**config.mk**
```make
export PLATFORM = sky130hd
export DESIGN_NAME = fwd_hazard_unit
export DESIGN_NICKNAME = d
export VERILOG_FILES = /design/src/rtl/fwd_hazard_unit.sv
export SDC_FILE = /design/constraint.sdc
export NUM_CORES = 1
export LEC_CHECK = 0
export CORE_ASPECT_RATIO = 0.8
export CORE_MARGIN = 1.5
export CORE_UTILIZATION = 35
export DETAILED_ROUTE_END_ITERATION = 8
export GPL_TIMING_DRIVEN = 0
export PLACE_DENSITY_LB_ADDON = 0.1
export RECOVER_POWER = 100
export SLEW_MARGIN = 40
export SYNTH_ARGS = -nofsm -noshare
export SYNTH_HDL_FRONTEND = slang
export SYNTH_SLANG_ARGS = --single-unit
```
**constraint.sdc**
```tcl
create_clock -name clk -period 5.6 [get_ports clk]
set_input_delay 0.56 -clock clk [delete_from_list [all_inputs] [get_ports clk]]
set_output_delay 0.56 -clock clk [all_outputs]
set_load 0.05 [all_outputs]
```
**src/rtl/fwd_hazard_unit.sv**
```systemverilog
// Forwarding and hazard controller for a 5-stage MIPS pipeline: EX operand and
// store-data forwarding, a one-entry writeback history, load-use stalls, event counters.
module fwd_hazard_unit #(
    parameter int ADDR_W            = 5,
    parameter int DATA_W            = 32,
    parameter int LOAD_STALL_CYCLES = 1,
    parameter int CNT_W             = 16
) (
    input  logic              clk,
    input  logic              rst_n,
    input  logic              forwarding,
    input  logic [ADDR_W-1:0] rs_id,
    input  logic [ADDR_W-1:0] rt_id,
    input  logic [ADDR_W-1:0] rs_ex,
    input  logic [ADDR_W-1:0] rt_ex,
    input  logic              mem_read_ex,
    input  logic              reg_write_ex,
    input  logic [ADDR_W-1:0] writereg_ex,
    input  logic              reg_write_exmem,
    input  logic [ADDR_W-1:0] writereg_exmem,
    input  logic              mem_write_exmem,
    input  logic [ADDR_W-1:0] rt_exmem,
    input  logic              reg_write_memwb,
    input  logic [ADDR_W-1:0] writereg_memwb,
    input  logic [DATA_W-1:0] wb_data_memwb,
    output logic [1:0]        forwardAE,
    output logic [1:0]        forwardBE,
    output logic              forwardSM,
    output logic [DATA_W-1:0] hist_data,
    output logic              stall_if,
    output logic              stall_id,
    output logic              flush_ex,
    output logic [CNT_W-1:0]  stall_count,
    output logic [CNT_W-1:0]  fwd_count
);

    typedef enum logic {IDLE, STALL} state_t;

    localparam logic [1:0] REM_INIT = 2'(LOAD_STALL_CYCLES - 1);

    state_t            state_q, state_d;
    logic [1:0]        rem_q, rem_d;
    logic              hist_valid_q, hist_valid_d;
    logic [ADDR_W-1:0] hist_reg_q, hist_reg_d;
    logic [DATA_W-1:0] hist_data_q, hist_data_d;
    logic [CNT_W-1:0]  stall_cnt_q, stall_cnt_d;
    logic [CNT_W-1:0]  fwd_cnt_q, fwd_cnt_d;

    logic [1:0] fwd_a, fwd_b;
    logic       fwd_sm;
    logic       load_hazard, interlock_hit, lu_stall, stall_raw, fwd_any;

    // Priority: EX/MEM (10) over MEM/WB (01) over history (11); r0 never forwards.
    function automatic logic [1:0] fwd_sel(
        input logic [ADDR_W-1:0] src,
        input logic              we_exmem,
        input logic [ADDR_W-1:0] dst_exmem,
        input logic              we_memwb,
        input logic [ADDR_W-1:0] dst_memwb,
        input logic              h_valid,
        input logic [ADDR_W-1:0] h_reg
    );
        logic [1:0] sel;
        sel = 2'b00;
        if (src != '0) begin
            if (we_exmem && dst_exmem == src)      sel = 2'b10;
            else if (we_memwb && dst_memwb == src) sel = 2'b01;
            else if (h_valid && h_reg == src)      sel = 2'b11;
        end
        return sel;
    endfunction

    function automatic logic id_hit(
        input logic              we,
        input logic [ADDR_W-1:0] dst,
        input logic [ADDR_W-1:0] rs,
        input logic [ADDR_W-1:0] rt
    );
        return we && (dst != '0) && ((dst == rs) || (dst == rt));
    endfunction

    always_comb begin
        fwd_a  = 2'b00;
        fwd_b  = 2'b00;
        fwd_sm = 1'b0;
        if (forwarding) begin
            fwd_a  = fwd_sel(rs_ex, reg_write_exmem, writereg_exmem,
                             reg_write_memwb, writereg_memwb, hist_valid_q, hist_reg_q);
            fwd_b  = fwd_sel(rt_ex, reg_write_exmem, writereg_exmem,
                             reg_write_memwb, writereg_memwb, hist_valid_q, hist_reg_q);
            fwd_sm = mem_write_exmem && reg_write_memwb && (writereg_memwb != '0)
                     && (writereg_memwb == rt_exmem);
        end
        interlock_hit = !forwarding && (id_hit(reg_write_ex,    writereg_ex,    rs_id, rt_id) ||
                                        id_hit(reg_write_exmem, writereg_exmem, rs_id, rt_id) ||
                                        id_hit(reg_write_memwb, writereg_memwb, rs_id, rt_id));
        load_hazard = mem_read_ex && (writereg_ex != '0)
                      && ((writereg_ex == rs_id) || (writereg_ex == rt_id));
    end

    // Load-use FSM: the detection cycle is the first bubble, STALL supplies the rest.
    always_comb begin
        state_d  = state_q;
        rem_d    = rem_q;
        lu_stall = 1'b0;
        if (!forwarding) begin
            state_d = IDLE;
            rem_d   = 2'd0;
        end else begin
            case (state_q)
                IDLE: begin
                    if (load_hazard) begin
                        lu_stall = 1'b1;
                        if (LOAD_STALL_CYCLES > 1) begin
                            state_d = STALL;
                            rem_d   = REM_INIT;
                        end
                    end
                end
                STALL: begin
                    lu_stall = 1'b1;
                    rem_d    = rem_q - 2'd1;
                    if (rem_q <= 2'd1) begin
                        state_d = IDLE;
                        rem_d   = 2'd0;
                    end
                end
                default: begin
                    state_d = IDLE;
                    rem_d   = 2'd0;
                end
            endcase
        end
    end

    always_comb begin
        stall_raw = interlock_hit || lu_stall;
        fwd_any   = (fwd_a != 2'b00) || (fwd_b != 2'b00) || fwd_sm;

        hist_valid_d = 1'b0;
        hist_reg_d   = hist_reg_q;
        hist_data_d  = hist_data_q;
        if (reg_write_memwb && writereg_memwb != '0) begin
            hist_valid_d = 1'b1;
            hist_reg_d   = writereg_memwb;
            hist_data_d  = wb_data_memwb;
        end

        stall_cnt_d = stall_cnt_q;
        if (stall_raw && stall_cnt_q != '1) stall_cnt_d = stall_cnt_q + 1'b1;
        fwd_cnt_d = fwd_cnt_q;
        if (fwd_any && fwd_cnt_q != '1) fwd_cnt_d = fwd_cnt_q + 1'b1;
    end

    always_ff @(posedge clk or negedge rst_n) begin
        if (!rst_n) begin
            state_q      <= IDLE;
            rem_q        <= 2'd0;
            hist_valid_q <= 1'b0;
            hist_reg_q   <= '0;
            hist_data_q  <= '0;
            stall_cnt_q  <= '0;
            fwd_cnt_q    <= '0;
        end else begin
            state_q      <= state_d;
            rem_q        <= rem_d;
            hist_valid_q <= hist_valid_d;
            hist_reg_q   <= hist_reg_d;
            hist_data_q  <= hist_data_d;
            stall_cnt_q  <= stall_cnt_d;
            fwd_cnt_q    <= fwd_cnt_d;
        end
    end

    // Combinational outputs are held low for as long as reset is asserted.
    always_comb begin
        forwardAE   = rst_n ? fwd_a : 2'b00;
        forwardBE   = rst_n ? fwd_b : 2'b00;
        forwardSM   = rst_n && fwd_sm;
        stall_if    = rst_n && stall_raw;
        stall_id    = rst_n && stall_raw;
        flush_ex    = rst_n && stall_raw;
        hist_data   = rst_n ? hist_data_q : '0;
        stall_count = rst_n ? stall_cnt_q : '0;
        fwd_count   = rst_n ? fwd_cnt_q : '0;
    end

endmodule

```
==> out/results.txt, run 1 <==
In the final layout, the multi-input gates occupy 2550 um2. The number of nets in the synthesized netlist is 616. Of the synthesized area, sequential elements account for 39.9%. At the end of the flow, the number of nets in the layout was 769.

In the synthesized netlist, the cells that appear most often are 124 x sky130_fd_sc_hd__nand2_1, 73 x sky130_fd_sc_hd__dfrtp_1, 66 x sky130_fd_sc_hd__and2_1. The run finished with clean final reports. The endpoint identified for the worst register-to-register timing path is fwd_cnt_q[9]. Row generation in the floorplan step produced 37 rows. The most area-hungry cell type in the Yosys netlist was sky130_fd_sc_hd__dfrtp_1.

CTS built an H-tree with a depth of 3. The number of pins with negative max-slew slack in the final report came out at 0. Clock-pin slew was measured on the worst setup and hold paths at 0.06 ns.

The register cell area after layout came out at 1830 um2. The number of clock buffers added by TritonCTS is 9. For the met1 routing resource usage after global routing, the log shows 26.6%. The final count of hold timing violations is 0, and the number of setup violations in the final report is 0. The most common flop cell mapped by yosys is sky130_fd_sc_hd__dfrtp_1. The via count of the first global-routing pass is 4,056.

Endpoint kind of the worst setup timing path: an output port. STA classifies the critical path startpoint as an input pin. The sum of buffers and inverters on the critical path is 4, and the static power due to leakage is 3.08 nW. Once the clock tree was built, the resizer swapped 0 gates to a different size. The repair_antennas step left the layout with diodes totalling 0.

After clock tree synthesis, the setup repair step added 0 buffers. Cells fill 50.9% of the core in the end. The initial antenna violation count is 0, and the worst setup skew after layout is 0.00905 ns. The most numerous cell type found on the critical path is sky130_fd_sc_hd__clkbuf_1. The weighted congestion reported at the end of routability-driven placement was 0.816. The global routing stage identified its most utilized layer as met2. The run gives 211 MHz as the top achievable clock speed.

Input and output buffers added on the ports amount to 141. The logs give 12.7 mm for the detailed-route wire length and 6240 um2 for the instance area after placement. The largest driver fanout on the critical path is 10. Ratio of final minimum period to clock period: 84.7%. The run gives 2 as the maximum number of buffers from clock root to sink. The run gives 41 as the pin count of the biggest net entering global routing. In this run the remaining antenna-violating nets after routing total 0. The total routing resource utilization after global routing came out at 19.3%.

The power density normalized to cell area is 269 nW/um2, and the depth of the worst register-to-register path is 8. The critical path arrival came out at 4.18 ns. Among all stages on the critical path, the largest delay is contributed by sky130_fd_sc_hd__dlygate4sd3_1. Setup slack on the worst reg-to-reg path comes out at 2.94 ns.

The count of TritonRoute iterations in the first routing pass was 4; the number of fill cells in the layout was 1,242. Type of the setup path with the least slack: input pin to output port. The first routing iteration left 146 violations. In this run, post-CTS hold repair placed 0 buffers. Family with the most delay on the worst path: buffers and inverters.

The initial standard-cell utilization of the core came out at 35.7%. CTS placed an instance of sky130_fd_sc_hd__clkbuf_16 at the clock tree root. The number of vias after detailed routing is 4,124. The number of cells in the design after placement was 851. The most common cell in the synthesized netlist is sky130_fd_sc_hd__nand2_1. The layout overhead on the synthesized area works out to 42.4%. Setup repair after global routing left no endpoint under its margin. In this run the biggest area consumer among cell types represents 39.9% of the synthesized area.

The number of placed I/O pins is 152, and the average vias per placed instance is 4.76. At the later pin of the worst-skew pair, clock insertion delay measures 0.33 ns. In the synthesized netlist, the number of instances is 534. For this run, design rule violations remaining after detail routing come to 0. The met3 routing resource usage after global routing was 6.35%; the total power consumption of the routed design was 1.75 mW. For this run, global-route usage on met2 was measured as 28.9%. The slew at the pin closest to its max-slew limit was 1.04 ns.

The worst pin sits at a relative slew slack of 30.1%. The final instance area was 6520 um2. After detailed routing, the average wire length per cell comes to 14.7 um.

The floorplan step set the die width to 131 um. In this run, synthesis inferred 0 flip-flops with an integrated enable. After synthesis, the cell types taking the most area are sky130_fd_sc_hd__dfrtp_1 40%, sky130_fd_sc_hd__xor2_1 12%, sky130_fd_sc_hd__nand2_1 10%. After synthesis, the netlist uses 39 different library cells. The signal on the critical path passes through clkbuf_1, or4_2, o21ai_0, a21oi_1, o41ai_4, clkbuf_1, nor3_1, buf_4, dlygate4sd3_1. The cell area after synthesis was 4580 um2; the proportion of register bits with asynchronous set or reset after synthesis was 100%. The floorplan core area is 12,800 um2, and the proportion of layout cells with a drive suffix above 1 is 4.91%. The first-pass GRT wire length is 20.8 mm, and the post-synthesis register bit count is 73. The die height works out to 105 um.

For the largest vdd supply drop, the log shows 0.000200 V. The routed design could run at a clock period as short as 4.74 ns. The Yosys step of the flow raised 0 warnings. Summed over all layers, the global routing overflow is 0. For this run, the slowest stage of the critical path takes 0.75 ns.

The path class of the tightest hold or removal check is input pin to asynchronous set/reset pin. The reg-to-reg critical path startpoint was hist_reg_q[0]. The tools report the required time reported for the critical path endpoint as 5.04 ns. TritonCTS built the clock tree.

The average instance area after synthesis is 8.58 um2. Detailed placement ended at an HPWL of 9.53 mm. For the total clock sinks, the log shows 73.

Max-cap violations in this run came to 0. The tools report the final standard cell count with taps included and fillers excluded as 867. The area of the die was 13,800 um2.
layer usage:
metal / vias to the layer above / routed length, um
li1: 2040 / -
met1: 1953 / 6110
met2: 121 / 5560
met3: 10 / 942
met4: 0 / 127
met5: - / 0
cells in the final DEF, fill, tap and decap left out, types with 8 or more instances in the layout:
master                            instances
sky130_fd_sc_hd__and2_1                  66
sky130_fd_sc_hd__and3_1                   8
sky130_fd_sc_hd__clkbuf_1                23
sky130_fd_sc_hd__clkbuf_16                9
sky130_fd_sc_hd__clkdlybuf4s50_1         67
sky130_fd_sc_hd__dfrtp_1                 73
sky130_fd_sc_hd__dlygate4sd3_1           73
sky130_fd_sc_hd__inv_1                    8
sky130_fd_sc_hd__nand2_1                124
sky130_fd_sc_hd__nand3_1                 19
sky130_fd_sc_hd__nand4_1                 13
sky130_fd_sc_hd__nor2_1                  23
sky130_fd_sc_hd__nor3_1                  25
sky130_fd_sc_hd__nor4_1                  10
sky130_fd_sc_hd__xnor2_1                 28
sky130_fd_sc_hd__xor2_1                  65
flip-flops by register name (all words and copies together), names as in the netlist:
signal	cells
hist_data_q	32
stall_cnt_q	16
hist_valid_q	1
rem_q	2
hist_reg_q	5
state_q	1
fwd_cnt_q	16
power breakdown:
part | internal, mW | total, mW | switching [mW]
Sequential | 0.587 | 0.643 | 0.0565
Clock | 0.403 | 0.628 | 0.224
Combinational | 0.192 | 0.480 | 0.288
stage by stage:
step / setup WS [ns] / hold slack (ns) / TNS, ns
after detailed placement: 1.40 / 0.455 / 0
after global routing: 0.615 / 0.162 / 0
after floorplan: 1.76 / 0.264 / 0
after global placement: -0.558 / 0.450 / -15.37
final: 0.858 / 0.135 / 0
after CTS: 1.40 / 0.138 / 0
area by class of cell:
cell class	instances	area share, %
plain buffers	30	2.11
clock buffers	12	3.78
clock inverters	4	1.17
inverters	8	0.460
multi-input cells	423	39.2
flip-flops and latches	73	28.0
well taps	175	3.36
repair buffers	142	22.0
cells by family (layout without fill, tap and decap cells):
group / after synthesis / in the layout / share of synthesized area [%]
buffers and inverters: 38 / 196 / 3.88
and+or+nand+nor: 308 / 308 / 33.9
AOI/OAI and AO/OA: 16 / 16 / 2.95
muxes: 4 / 4 / 1.06
xor gates and xnor gates: 93 / 93 / 17.8
adders and majority gates: 2 / 2 / 0.546
DFF: 73 / 73 / 39.9
worst max path at each step:
stage                            from  cells after the start  slack [ns]             to
detailed placement           rs_id[1]                     10        1.40       stall_id
global placement                rst_n                      5       -0.56  hist_data[29]
global route        writereg_memwb[2]                      9        0.62       stall_id
finish              writereg_memwb[2]                      9        0.86       stall_id
floorplan           writereg_memwb[3]                      9        1.76       stall_id
CTS                          rs_id[0]                     10        1.40       stall_id
(Power assumes the default switching activity.)
==> run 2: changes to the inputs <==
==> constraint.sdc (replaced) <==
create_clock -name clk -period 4.7 [get_ports clk]
set_input_delay 0.47 -clock clk [delete_from_list [all_inputs] [get_ports clk]]
set_output_delay 0.47 -clock clk [all_outputs]
set_load 0.05 [all_outputs]
==> out/results.txt, run 2 (synthesis gave the netlist of run 1 again) <==
The count of TritonRoute iterations in the first routing pass is 4 (unchanged), and the layout overhead on the synthesized area is 42.6% (was 42.4%). The number of placement rows is 37 (unchanged), and the remaining routing DRC violations is 0 (unchanged). The average vias per placed instance is 4.74 (was 4.76). Chain of cells forming the critical path: dlygate4sd3_1, xor2_1, nor3_1, nand3_1, a21oi_1, o41ai_4, buf_6, nor3_1, buf_4, clkdlybuf4s50_1 (was clkbuf_1, or4_2, o21ai_0, a21oi_1, o41ai_4, clkbuf_1, nor3_1, buf_4, dlygate4sd3_1).

The required time reported for the critical path endpoint is 4.23 ns (was 5.04 ns). Most congested layer reported by global routing: met2 (unchanged). For the floorplan core area, the log shows 12,800 um2 (unchanged). Count of input and output buffers: 141 (unchanged).

The logs give 12.8 mm (was 12.7 mm) for the detailed-route wire length and 0 (unchanged) for the number of setup violations in the final report. The proportion of layout cells with a drive suffix above 1 is 5.06% (was 4.91%). The class of the tightest hold or removal check is input pin to asynchronous set/reset pin (unchanged). The clock-pin transition on the worst setup and hold timing paths is 0.06 ns (about the same). The largest register by flop count is hist_data_q (unchanged). The tools report the met3 routing resource usage after global routing as 6.35% (unchanged). Instance area after placement: 6240 um2 (unchanged). The clock latency at the later pin of the worst-skew pair came out at 0.33 ns (about the same).

The final instance area came out at 6530 um2 (was 6520 um2). The fraction of met2 tracks used by global routing came out at 28.9% (unchanged). The final-stage net count is 769 (unchanged). The most frequent standard cell in the layout excluding fill and tap cells is sky130_fd_sc_hd__nand2_1 (unchanged). The remaining max-slew budget at the tightest pin is 30.0% (was 30.1%).

TritonCTS built the clock tree. The tools report the initial antenna violation count as 0 (unchanged). Sort of element at the start of the critical path: an input pin (unchanged).

Pin count of the biggest net entering global routing: 41 (unchanged). The static power due to leakage came out at 3.08 nW (about the same). Commonest non-fill, non-tap cells in the layout: 124 x sky130_fd_sc_hd__nand2_1, 73 x sky130_fd_sc_hd__dfrtp_1, 72 x sky130_fd_sc_hd__dlygate4sd3_1, 68 x sky130_fd_sc_hd__clkdlybuf4s50_1, 66 x sky130_fd_sc_hd__and2_1 (was 124 x sky130_fd_sc_hd__nand2_1, 73 x sky130_fd_sc_hd__dfrtp_1, 73 x sky130_fd_sc_hd__dlygate4sd3_1, 67 x sky130_fd_sc_hd__clkdlybuf4s50_1, 66 x sky130_fd_sc_hd__and2_1). The logs give 0.00923 ns (was 0.00905 ns) for the worst setup skew after layout and 73 (unchanged) for the total clock sinks. The post-route antenna net violation count was 0 (unchanged). The detailed placer's ending HPWL is 9.53 mm (unchanged), and the minimum clock period is 4.19 ns.

The H-tree depth is 3 (unchanged), and the area of the die is 13,800 um2 (unchanged). The number of pins with negative max-slew slack in the final report came out at 0 (unchanged). The largest driver fanout on the critical path was 10 (unchanged). The met1 routing resource usage after global routing came out at 26.6% (unchanged). The number of post-CTS setup repair buffers came out at 0 (unchanged). The final antenna diode count was 0 (unchanged); the top achievable clock speed was 239 MHz. The largest vdd supply drop is 0.000238 V (was 0.000200 V). Top flop regs: hist_data_q (32), fwd_cnt_q (16), stall_cnt_q (16) (unchanged). Slew at the pin closest to its max-slew limit: 1.04 ns (about the same).

The buffer cell driving the clock tree root was sky130_fd_sc_hd__clkbuf_16 (unchanged). The run gives 0 (unchanged) as the final count of hold timing violations. The via count of the first global-routing pass is 4,056 (unchanged), and the ratio of final minimum period to clock period is 89.2%. The run gives 3.72 ns (was 4.18 ns) as the critical path arrival. Setup repair after global routing left no endpoint under its margin. The tools report the endpoint kind of the worst setup timing path as an output port (unchanged). The x dimension of the die is 131 um (unchanged), and the initial standard-cell utilization of the core is 35.7% (unchanged).

The run finished with clean final reports. The cts-stage hold buffer count was 0 (unchanged); the maximum single-stage delay on the critical path was 0.79 ns (was 0.75 ns). The final standard cell count with taps included and fillers excluded was 867 (unchanged). Type of the setup path with the least slack: input pin to output port (unchanged). The power density normalized to cell area works out to 320 nW/um2 (was 269 nW/um2). Number of placed I/O pins: 152 (unchanged). Weighted congestion reported at the end of routability-driven placement: 0.816 (unchanged). The number of fill cells in the layout is 1,241 (was 1,242). The count of cells resized by post-cts repair was 0 (unchanged); the total congestion overflow was 0 (unchanged). The tools report the maximum number of buffers from clock root to sink as 2 (unchanged). The cell seen most often among critical-path stages is sky130_fd_sc_hd__nor3_1 (was sky130_fd_sc_hd__clkbuf_1). The tools report the number of cells in the design after placement as 851 (unchanged). The die height was 105 um (unchanged). Number of vias after detailed routing: 4,111 (was 4,124). The highest-delay cell along the critical path is sky130_fd_sc_hd__clkdlybuf4s50_1 (was sky130_fd_sc_hd__dlygate4sd3_1).

The first-pass GRT wire length came out at 20.8 mm (unchanged). The total routing resource utilization after global routing is 19.3% (unchanged), and the average routed wire per standard cell is 14.7 um (about the same). The number of flip-flops in the largest register is 32 (unchanged), and the count of routing violations after the opening detailed-route iteration is 145 (was 146). The max capacitance violation total came out at 0 (unchanged). The CTS buffer count came out at 9 (unchanged).
## run 2: changes by cell type in the layout (fill, tap and decap cells not counted), sizes merged
cell           delta
buf               +1
dlygate4sd3       -1
clkbuf            -1
clkdlybuf4s50     +1
## run 2: routing by layer
layer / part of all wire [%] / wire length [um]
met3: 7.3 / 937
met1: 48 / 6150
met5: 0 / 0
met4: 0.99 / 127
met2: 44 / 5560
## run 2: power by group
part           switching [mW]  total, mW  leakage (nW)  internal (mW)
clock network           0.268      0.749         0.153          0.481
logic                   0.344      0.574          2.00          0.230
registers              0.0678      0.767         0.929          0.699
total                   0.679       2.09          3.08           1.41
## run 2: final timing paths
path	from	end	slack (ns)	cells past startpoint
max	rs_id[2]	stall_id	0.51	10
min reg2reg	hist_data_q[7]	hist_data_q[7]	0.47	2
max reg2reg	hist_reg_q[0]	fwd_cnt_q[9]	2.04	8
min in group clk	writereg_memwb[0]	hist_reg_q[0]	0.40	3
min	rst_n	stall_cnt_q[7]	0.04	1
max in group asynchronous	rst_n	hist_data_q[27]	4.11	2
## run 2: area by class of cell
class,count,area [um2],share of cell area [%]
buffer,30,145,2.22
clock buffer,12,246,3.77
clock inverter,4,76.3,1.17
inverter,8,30.0,0.460
multi-input combinational,423,2560,39.1
sequential,73,1830,28.0
tap,175,219,3.35
timing repair buffer,142,1430,21.9
## run 2: through the flow
| step | setup WS [ns] | util [%] | hold slack, ns | power, mW | setup TNS, ns |
|---|---|---|---|---|---|
| after floorplan | 1.04 | - | 0.174 | 1.13 | 0 |
| after global placement | -1.28 | 48.4 | 0.450 | 1.36 | -66.46 |
| after detailed placement | 0.676 | 48.6 | 0.412 | 1.37 | 0 |
| after CTS | 0.677 | 51.2 | 0.0476 | 2.13 | 0 |
| after global routing | 0.281 | 50.9 | 0.0717 | 2.19 | 0 |
| final | 0.509 | 50.9 | 0.0449 | 2.09 | 0 |
## run 2: critical path, delay by kind of cell
family | cells | cell delay, ns
compound gates | 2 | 0.67
buf+inv | 4 | 1.76
simple gates | 3 | 0.65
xor+xnor | 1 | 0.17
